$ cat config.mk
export PLATFORM = sky130hd
export DESIGN_NAME = jk_bank_ctrl
export DESIGN_NICKNAME = d
export VERILOG_FILES = /design/src/rtl/jk_bank_ctrl.sv
export SDC_FILE = /design/constraint.sdc
export NUM_CORES = 1
export LEC_CHECK = 0
export CORE_MARGIN = 3
export CORE_UTILIZATION = 40
export CTS_CLUSTER_SIZE = 16
export DETAILED_ROUTE_END_ITERATION = 10
export GPL_ROUTABILITY_DRIVEN = 0
export HOLD_SLACK_MARGIN = 0.08
export MAX_ROUTING_LAYER = met4
export PLACE_DENSITY_LB_ADDON = 0.25
export SLEW_MARGIN = 0
export SYNTH_ARGS = -nofsm -noshare
export SYNTH_HDL_FRONTEND = slang
export SYNTH_SLANG_ARGS = --single-unit
$ cat constraint.sdc
create_clock -name clk -period 3.45 [get_ports clk]
set_input_delay 0.345 -clock clk [delete_from_list [all_inputs] [get_ports clk]]
set_output_delay 0.345 -clock clk [all_outputs]
set_load 0.05 [all_outputs]
$ cat src/rtl/jk_bank_ctrl.sv
// jk_bank_ctrl
// Shared-access controller for a bank of N JK flip-flops. Two requesters
// (A and B) issue hold/clear/set/toggle commands through valid/ready
// handshakes; a round-robin arbiter picks one per cycle. A command either
// targets a single flop or sweeps the whole bank, one flop per cycle.
//
// Ports:
//   clk, rst                 clock (rising edge), async active-high reset
//   a_valid/a_ready          requester A handshake
//   a_idx, a_j, a_k, a_all   requester A payload (target, JK, sweep flag)
//   b_*                      same for requester B
//   q                        bank state
//   busy                     sweep in progress
//   idx_err                  one-cycle pulse after an out-of-range single command
module jk_bank_ctrl #(
    parameter int N     = 8,
    parameter int IDX_W = 3
) (
    input  logic             clk,
    input  logic             rst,
    input  logic             a_valid,
    output logic             a_ready,
    input  logic [IDX_W-1:0] a_idx,
    input  logic             a_j,
    input  logic             a_k,
    input  logic             a_all,
    input  logic             b_valid,
    output logic             b_ready,
    input  logic [IDX_W-1:0] b_idx,
    input  logic             b_j,
    input  logic             b_k,
    input  logic             b_all,
    output logic [N-1:0]     q,
    output logic             busy,
    output logic             idx_err
);

    typedef enum logic {IDLE, SWEEP} state_t;

    // One extra counter bit lets N == 2**IDX_W be compared without wrapping
    localparam logic [IDX_W:0] N_VAL = (IDX_W+1)'(N);
    localparam logic [IDX_W:0] LAST  = (IDX_W+1)'(N-1);

    state_t           state;
    state_t           next_state;
    logic [IDX_W:0]   cnt;
    logic             last_grant;
    logic             sweep_j;
    logic             sweep_k;
    logic             grant_a;
    logic             grant_b;
    logic             xfer_a;
    logic             xfer_b;
    logic             xfer;
    logic [IDX_W-1:0] xfer_idx;
    logic             xfer_j;
    logic             xfer_k;
    logic             xfer_all;
    logic             idx_bad;
    logic             upd_en;
    logic [IDX_W:0]   upd_idx;
    logic             upd_j;
    logic             upd_k;

    // JK next-state rule: 00 hold, 01 clear, 10 set, 11 invert
    function automatic logic jk_next(input logic cur, input logic j, input logic k);
        logic nxt;
        case ({j, k})
            2'b00:   nxt = cur;
            2'b01:   nxt = 1'b0;
            2'b10:   nxt = 1'b1;
            default: nxt = ~cur;
        endcase
        return nxt;
    endfunction

    // Round-robin arbitration: on a tie the requester that did not win last time
    // is granted. last_grant is 0 for A, 1 for B.
    always_comb begin
        grant_a = a_valid && (!b_valid || last_grant);
        grant_b = b_valid && (!a_valid || !last_grant);
    end

    // Payload of whichever requester transfers this cycle
    assign xfer_a   = a_valid && a_ready;
    assign xfer_b   = b_valid && b_ready;
    assign xfer     = xfer_a || xfer_b;
    assign xfer_idx = xfer_b ? b_idx : a_idx;
    assign xfer_j   = xfer_b ? b_j   : a_j;
    assign xfer_k   = xfer_b ? b_k   : a_k;
    assign xfer_all = xfer_b ? b_all : a_all;
    assign idx_bad  = xfer && !xfer_all && ({1'b0, xfer_idx} >= N_VAL);

    // FSM state register
    always_ff @(posedge clk or posedge rst) begin
        if (rst) begin
            state <= IDLE;
        end else begin
            state <= next_state;
        end
    end

    // FSM next-state logic: a sweep transfer enters SWEEP, the last flop exits it
    always_comb begin
        next_state = state;
        case (state)
            IDLE:    if (xfer && xfer_all) next_state = SWEEP;
            SWEEP:   if (cnt == LAST)      next_state = IDLE;
            default: next_state = IDLE;
        endcase
    end

    // FSM outputs: readies only in IDLE and never while reset is held
    always_comb begin
        busy    = (state == SWEEP);
        a_ready = !rst && (state == IDLE) && grant_a;
        b_ready = !rst && (state == IDLE) && grant_b;
    end

    // Select which flop (if any) is written this cycle and with which JK pair
    always_comb begin
        upd_en  = 1'b0;
        upd_idx = '0;
        upd_j   = 1'b0;
        upd_k   = 1'b0;
        if (state == SWEEP) begin
            upd_en  = 1'b1;
            upd_idx = cnt;
            upd_j   = sweep_j;
            upd_k   = sweep_k;
        end else if (xfer) begin
            upd_en  = !idx_bad;
            upd_idx = xfer_all ? '0 : {1'b0, xfer_idx};
            upd_j   = xfer_j;
            upd_k   = xfer_k;
        end
    end

    // Control registers: sweep counter, latched sweep command, arbiter history,
    // and the registered index-error pulse
    always_ff @(posedge clk or posedge rst) begin
        if (rst) begin
            cnt        <= '0;
            last_grant <= 1'b1;
            sweep_j    <= 1'b0;
            sweep_k    <= 1'b0;
            idx_err    <= 1'b0;
        end else begin
            idx_err <= idx_bad;
            if (xfer) begin
                last_grant <= xfer_b;
            end
            if (state == IDLE) begin
                if (xfer && xfer_all) begin
                    cnt     <= (IDX_W+1)'(1);
                    sweep_j <= xfer_j;
                    sweep_k <= xfer_k;
                end
            end else begin
                cnt <= (cnt == LAST) ? '0 : cnt + 1'b1;
            end
        end
    end

    // Flop bank: only the selected flop changes, all others hold
    always_ff @(posedge clk or posedge rst) begin
        if (rst) begin
            q <= '0;
        end else begin
            for (int i = 0; i < N; i++) begin
                if (upd_en && int'(upd_idx) == i) begin
                    q[i] <= jk_next(q[i], upd_j, upd_k);
                end
            end
        end
    end

endmodule

### Word level (Yosys, flattened, before mapping)

Cells that the tools add are included.

* register bits: 16
* bits in latches: 0
* bits in writable memories: 0
* bits in read-only memories: 0
* input port bits: 16
* output and inout bits: 12
* logic and storage cells: 96
* memories: 0

* add/subtract/negate cells: 1
* multipliers: 0
* div/mod/pow operators: 0
* $lt $le $gt $ge: 0
* eq/ne operators: 10
* shift operators: 0
* multiplexer cells: 27
* bitwise logic cells: 10
* reductions and logical operators: 35

Operators by type and width (count)
* case mux 1 bit (3 select lines): 8
* AND reduction 2 bit: 9
* equality test 4 bit (second input constant): 4
* logical AND 1 bit: 16
* two-way mux 4 bit: 4
* equality test 4 x 3 -> 1 bit (second input constant): 3
* two-way mux 1 bit: 11
* NOT 1 bit: 10
* two-way mux 3 bit: 3
* adder 4 x 1 -> 4 bit (second input constant): 1
* equality test 4 x 2 -> 1 bit (second input constant): 1
* logical NOT 1 bit: 4
* logical NOT 4 bit: 1
* logical OR 1 bit: 3
* equality test 2 x 1 -> 1 bit (second input constant): 1
* equality test 2 bit (second input constant): 1
* logical NOT 2 bit: 1
* case mux 1 bit (2 select lines): 1
* nonzero test 2 bit: 1

### Depth between registers and ports, before layout

* depth in word-level cells: 12
* gate-level depth with buffers: 11
* gate-level depth less buffers: 10

### Worst setup path after synthesis

No wires, ideal clock.

* path type: register -> register
* from: register state, in the netlist busy
* to: register q[0]
* library setup time: 0.125 ns
* data arrival time: 3.682 ns
* data required time: 3.325 ns
* slack: -0.357 ns
* stages on the path, launching flop included: 11
* path buffers: 1
* period minus slack after synthesis: 3.807 ns
* path through: dfrtp_1 -> buf_6 -> or3b_2 -> a21oi_1 -> mux2i_1 -> o21ai_0 -> inv_1 -> ha_1 -> nand4b_1 -> nor3_1 -> mux2_2

* cells in the longest elaborated chain, start to end: 11
* elaborated cells between the ends (all ways): 28
* classes of those cells: 2 x eq/ne; 14 x mux; 2 x bitwise; 10 x reduce/logical

RTL lines
* from (decl): line 44 `state_t state;`
* from (signal assigned): line 99 `state <= next_state;`
* NOT 1 bit (no source line) *
* logical AND 1 bit * (2 in series): line 117 `b_ready = !rst && (state == IDLE) && grant_b;`
* named net b_ready: line 28 `output logic b_ready,`
* logical AND 1 bit *: line 86 `assign xfer_b = b_valid && b_ready;`
* two-way mux 3 bit or two-way mux 1 bit (tied branches): line 88, 91
* two-way mux 3 bit: line 133 `upd_idx = xfer_all ? '0 : {1'b0, xfer_idx};`
* two-way mux 3 bit: line 131 `end else if (xfer) begin`
* two-way mux 4 bit: line 126 `if (state == SWEEP) begin`
* logical NOT 4 bit: line 171 `if (upd_en && int'(upd_idx) == i) begin`
* logical AND 1 bit: line 171
* AND reduction 2 bit (no source line)
* to (signal, indexed assignment): line 172 `q[i] <= jk_next(q[i], upd_j, upd_k);`
* to (decl): line 33 `output logic [N-1:0] q,`

The timed path passes the listed nets; every way through them passes the cells marked *.
A chain may end at the register's enable or synchronous reset.

### Final worst setup path

* from: input b_valid
* to: register q[0]

* cells in the longest elaborated chain, start to end: 11
* elaborated cells between the ends (all ways): 30
* classes of those cells: 2 x eq/ne; 14 x mux; 1 x bitwise; 13 x reduce/logical

RTL lines
* from (decl): line 27 `input logic b_valid,`
* logical NOT 1 bit: line 80 `grant_a = a_valid && (!b_valid || last_grant);`
* logical OR 1 bit: line 80
* logical AND 1 bit: line 80
* logical AND 1 bit: line 116 `a_ready = !rst && (state == IDLE) && grant_a;`
* logical AND 1 bit: line 85 `assign xfer_a = a_valid && a_ready;`
* logical OR 1 bit: line 87 `assign xfer = xfer_a || xfer_b;`
* two-way mux 3 bit or two-way mux 1 bit (tied branches): line 131
* two-way mux 4 bit or two-way mux 1 bit (tied branches): line 126
* logical NOT 4 bit or logical NOT 2 bit (tied branches): line 171, 68
* logical AND 1 bit or NOT 1 bit (tied branches)
* AND reduction 2 bit (no source line)

Parallel ways exist; a longest one is shown, timed or not.

==> run summary <==
CTS tree: yes
Hold_buf cts: 0
Clock transition at the registers of the reported paths: 100 ps
Synthesized cell area: 1060 µm²
Synthesis warning total: 0
Largest net degree at the start of global routing: 19
Layout Nets: 159
Worst setup SP type: input port
Largest delay share family, worst path: simple AND/OR/NAND/NOR gates
CP max-delay cell: clkdlybuf4s50_1
Post-CTS Resized: 0
Yosys reg bits: 16
Residual DRC: 0
Post-synth EDFFs: 0
DR vias: 942
First drt pass iteration count: 4
Die ar.: 3310 µm²
Placed instance area: 1350 µm²
Area grow syn2layout: 30.4%
Post-synthesis sequential area ratio: 0.379
HPWL after detailed placement: 1900 µm
Most frequent cells in the layout: 26 x clkdlybuf4s50_1, 15 x dfrtp_1, 9 x nand2_1, 9 x nor2_1, 7 x a21oi_1
Chip width: 57.5 µm
P_leak: 0.561 nW
Distinct cells, synth: 51
Aggregate global-route resource usage: 0.163
Worst Skew: 10.7 ps
Place WS: 167 ps
Final wirelength: 2350 µm
Crit path time final: 2970 ps
Hold Path Class: reg -> reg
Top_reg_cell synth: dfrtp_1
I/O pin cnt: 28
Max cap viols: 0
Post-synthesis async set-or-reset flop share: 1.00
Final instance area: 1380 µm²
Num rows: 18
Tcrit/Tclk final: 0.862
Crit path cell chain: clkdlybuf4s50_1 > or3b_2 > a21oi_2 > mux2i_1 > o21ai_0 > inv_1 > ha_1 > nand4b_1 > nor3_1 > mux2_2
Worst slew margin: 0.573
Drt wl/cell: 13.9 µm
Least-Margin Pin Slew: 639 ps
Share of cells above drive strength 1: 0.137
Post-Syn Nets: 130
IO buf count: 26
Initial DRC Count: 31
Setup violations, final: 0
Worst Setup End Kind: flop
First-pass GRT wire length: 4110 µm
Antenna violations before repair: 0
Post-route setup slack: 476 ps
Worst Path Arrival: 3160 ps
RSZ-0062 raised after global routing: no
Fmax: 0.336 GHz
Number of setup buffers added after CTS: 0
Total power: 1.35 mW
Fill count: 238
Req. time, crit path: 3630 ps
Cells after Synth: 111
Status: completed
Grt total ovfl: 0
Clock Latency Late Sink: 290 ps
Most common cell after layout, fill and taps aside: clkdlybuf4s50_1
CTS root buf: clkbuf_4
Final hold violations: 0
TritonCTS buffer count: 3
Min Hold Slack: 503 ps
Power Dens Cells: 978 nW/µm²
DIE HEIGHT: 57.5 µm
Vias in the first global route: 978
N_diodes: 0
Avg Vias per Cell: 5.57
Routed Antenna Nets: 0
Setup CP Type: in -> reg
Crit-path max FO: 7
Initial core utilization: 0.424
CTS H-tree lvls: 1
Max Buffers Root-to-Sink: 2
Maximum VDD drop: 529 µV
Synthesized area per cell: 9.56 µm²
Area of the core: 2500 µm²
Worst stage delay on the critical path: 510 ps
Sum Neg Setup Slack: 0 ps
Clk sink count: 16
CP Buf/Inv Count: 2
Fin. max-slew vios: 0
[cell type report]
class / count / area [µm²] / share of cell area
clock buffer: 4 / 36.3 / 0.0262
timing repair buffer: 27 / 268 / 0.193
tap: 30 / 37.5 / 0.0271
inverter: 5 / 18.8 / 0.0136
multi-input combinational: 87 / 622 / 0.449
sequential: 16 / 402 / 0.290
[path summary, 6_finish.rpt]
kind / startpoint / to / slack [ps] / cells past startpoint
min in group asynchronous: rst / q[0] / 540 / 2
worst min-delay path: q[2] / q[2] / 500 / 1
worst min register to register: q[2] / q[2] / 500 / 1
worst max-delay path: b_valid / q[0] / 480 / 10
max in group asynchronous: rst / cnt[2] / 2490 / 2
worst max register to register: busy / q[0] / 670 / 9
[power breakdown]
part | switching [mW] | leakage, nW | internal (mW)
sequential | 0.0828 | 0.192 | 0.283
combinational | 0.524 | 0.348 | 0.340
clock | 0.0589 | 0.0210 | 0.0642
total | 0.666 | 0.561 | 0.687
[cells in the mapped netlist, types with 2 or more instances]
| cell | number | area share |
|---|---|---|
| dfrtp_1 | 15 | 0.35 |
| a41oi_1 | 2 | 0.017 |
| and3_1 | 2 | 0.012 |
| inv_1 | 5 | 0.018 |
| nor2_1 | 9 | 0.032 |
| nor2b_1 | 2 | 0.012 |
| nand2b_1 | 2 | 0.012 |
| mux2i_1 | 3 | 0.028 |
| nand4b_1 | 2 | 0.017 |
| ha_1 | 3 | 0.035 |
| o21a_1 | 2 | 0.014 |
| a31oi_1 | 2 | 0.012 |
| nand2_1 | 9 | 0.032 |
| nand3_1 | 2 | 0.0094 |
| or3_1 | 2 | 0.012 |
| a21oi_1 | 8 | 0.038 |
| o21ai_0 | 5 | 0.024 |
| nor3_1 | 3 | 0.014 |
[registers in the layout, indices dropped and copies added, names as in the netlist]
register / count
q: 8
cnt: 4
busy: 1
last_grant: 1
sweep_j: 1
sweep_k: 1
[worst register-to-register path, stage by stage, from the launching register on]
cell and delay (ps):
dfrtp_1 400, or3b_2 470, a21oi_2 200, mux2i_1 120, o21ai_0 240, inv_1 70
ha_1 220, nand4b_1 340, nor3_1 290, mux2_2 360
[routing by layer]
| layer | global-route usage | routed length [µm] | part of all wire | vias up |
|---|---|---|---|---|
| li1 | - | - | - | 472 |
| met1 | 0.197 | 1080 | 0.46 | 438 |
| met2 | 0.265 | 1110 | 0.47 | 30 |
| met3 | 0.0339 | 153 | 0.065 | 2 |
| met4 | 0.0629 | 17 | 0.0072 | 0 |
| met5 | - | 0 | 0 | - |
[per-stage QoR]
step / cells / utilization
floorplan: 111 / -
global placement: 165 / 0.539
detailed placement: 165 / 0.539
CTS: 169 / 0.554
global route: 169 / 0.554
finish: 169 / 0.554
[cells by family after synthesis]
| group | synth area share |
|---|---|
| adders and majority gates | 0.0354 |
| DFF | 0.379 |
| AOI/OAI and AO/OA | 0.235 |
| xor gates and xnor gates | 0.00826 |
| muxes | 0.0531 |
| buffers and inverters | 0.0389 |
| and+or+nand+nor | 0.248 |
| other | 0.00353 |
(Power assumes the default switching activity.)
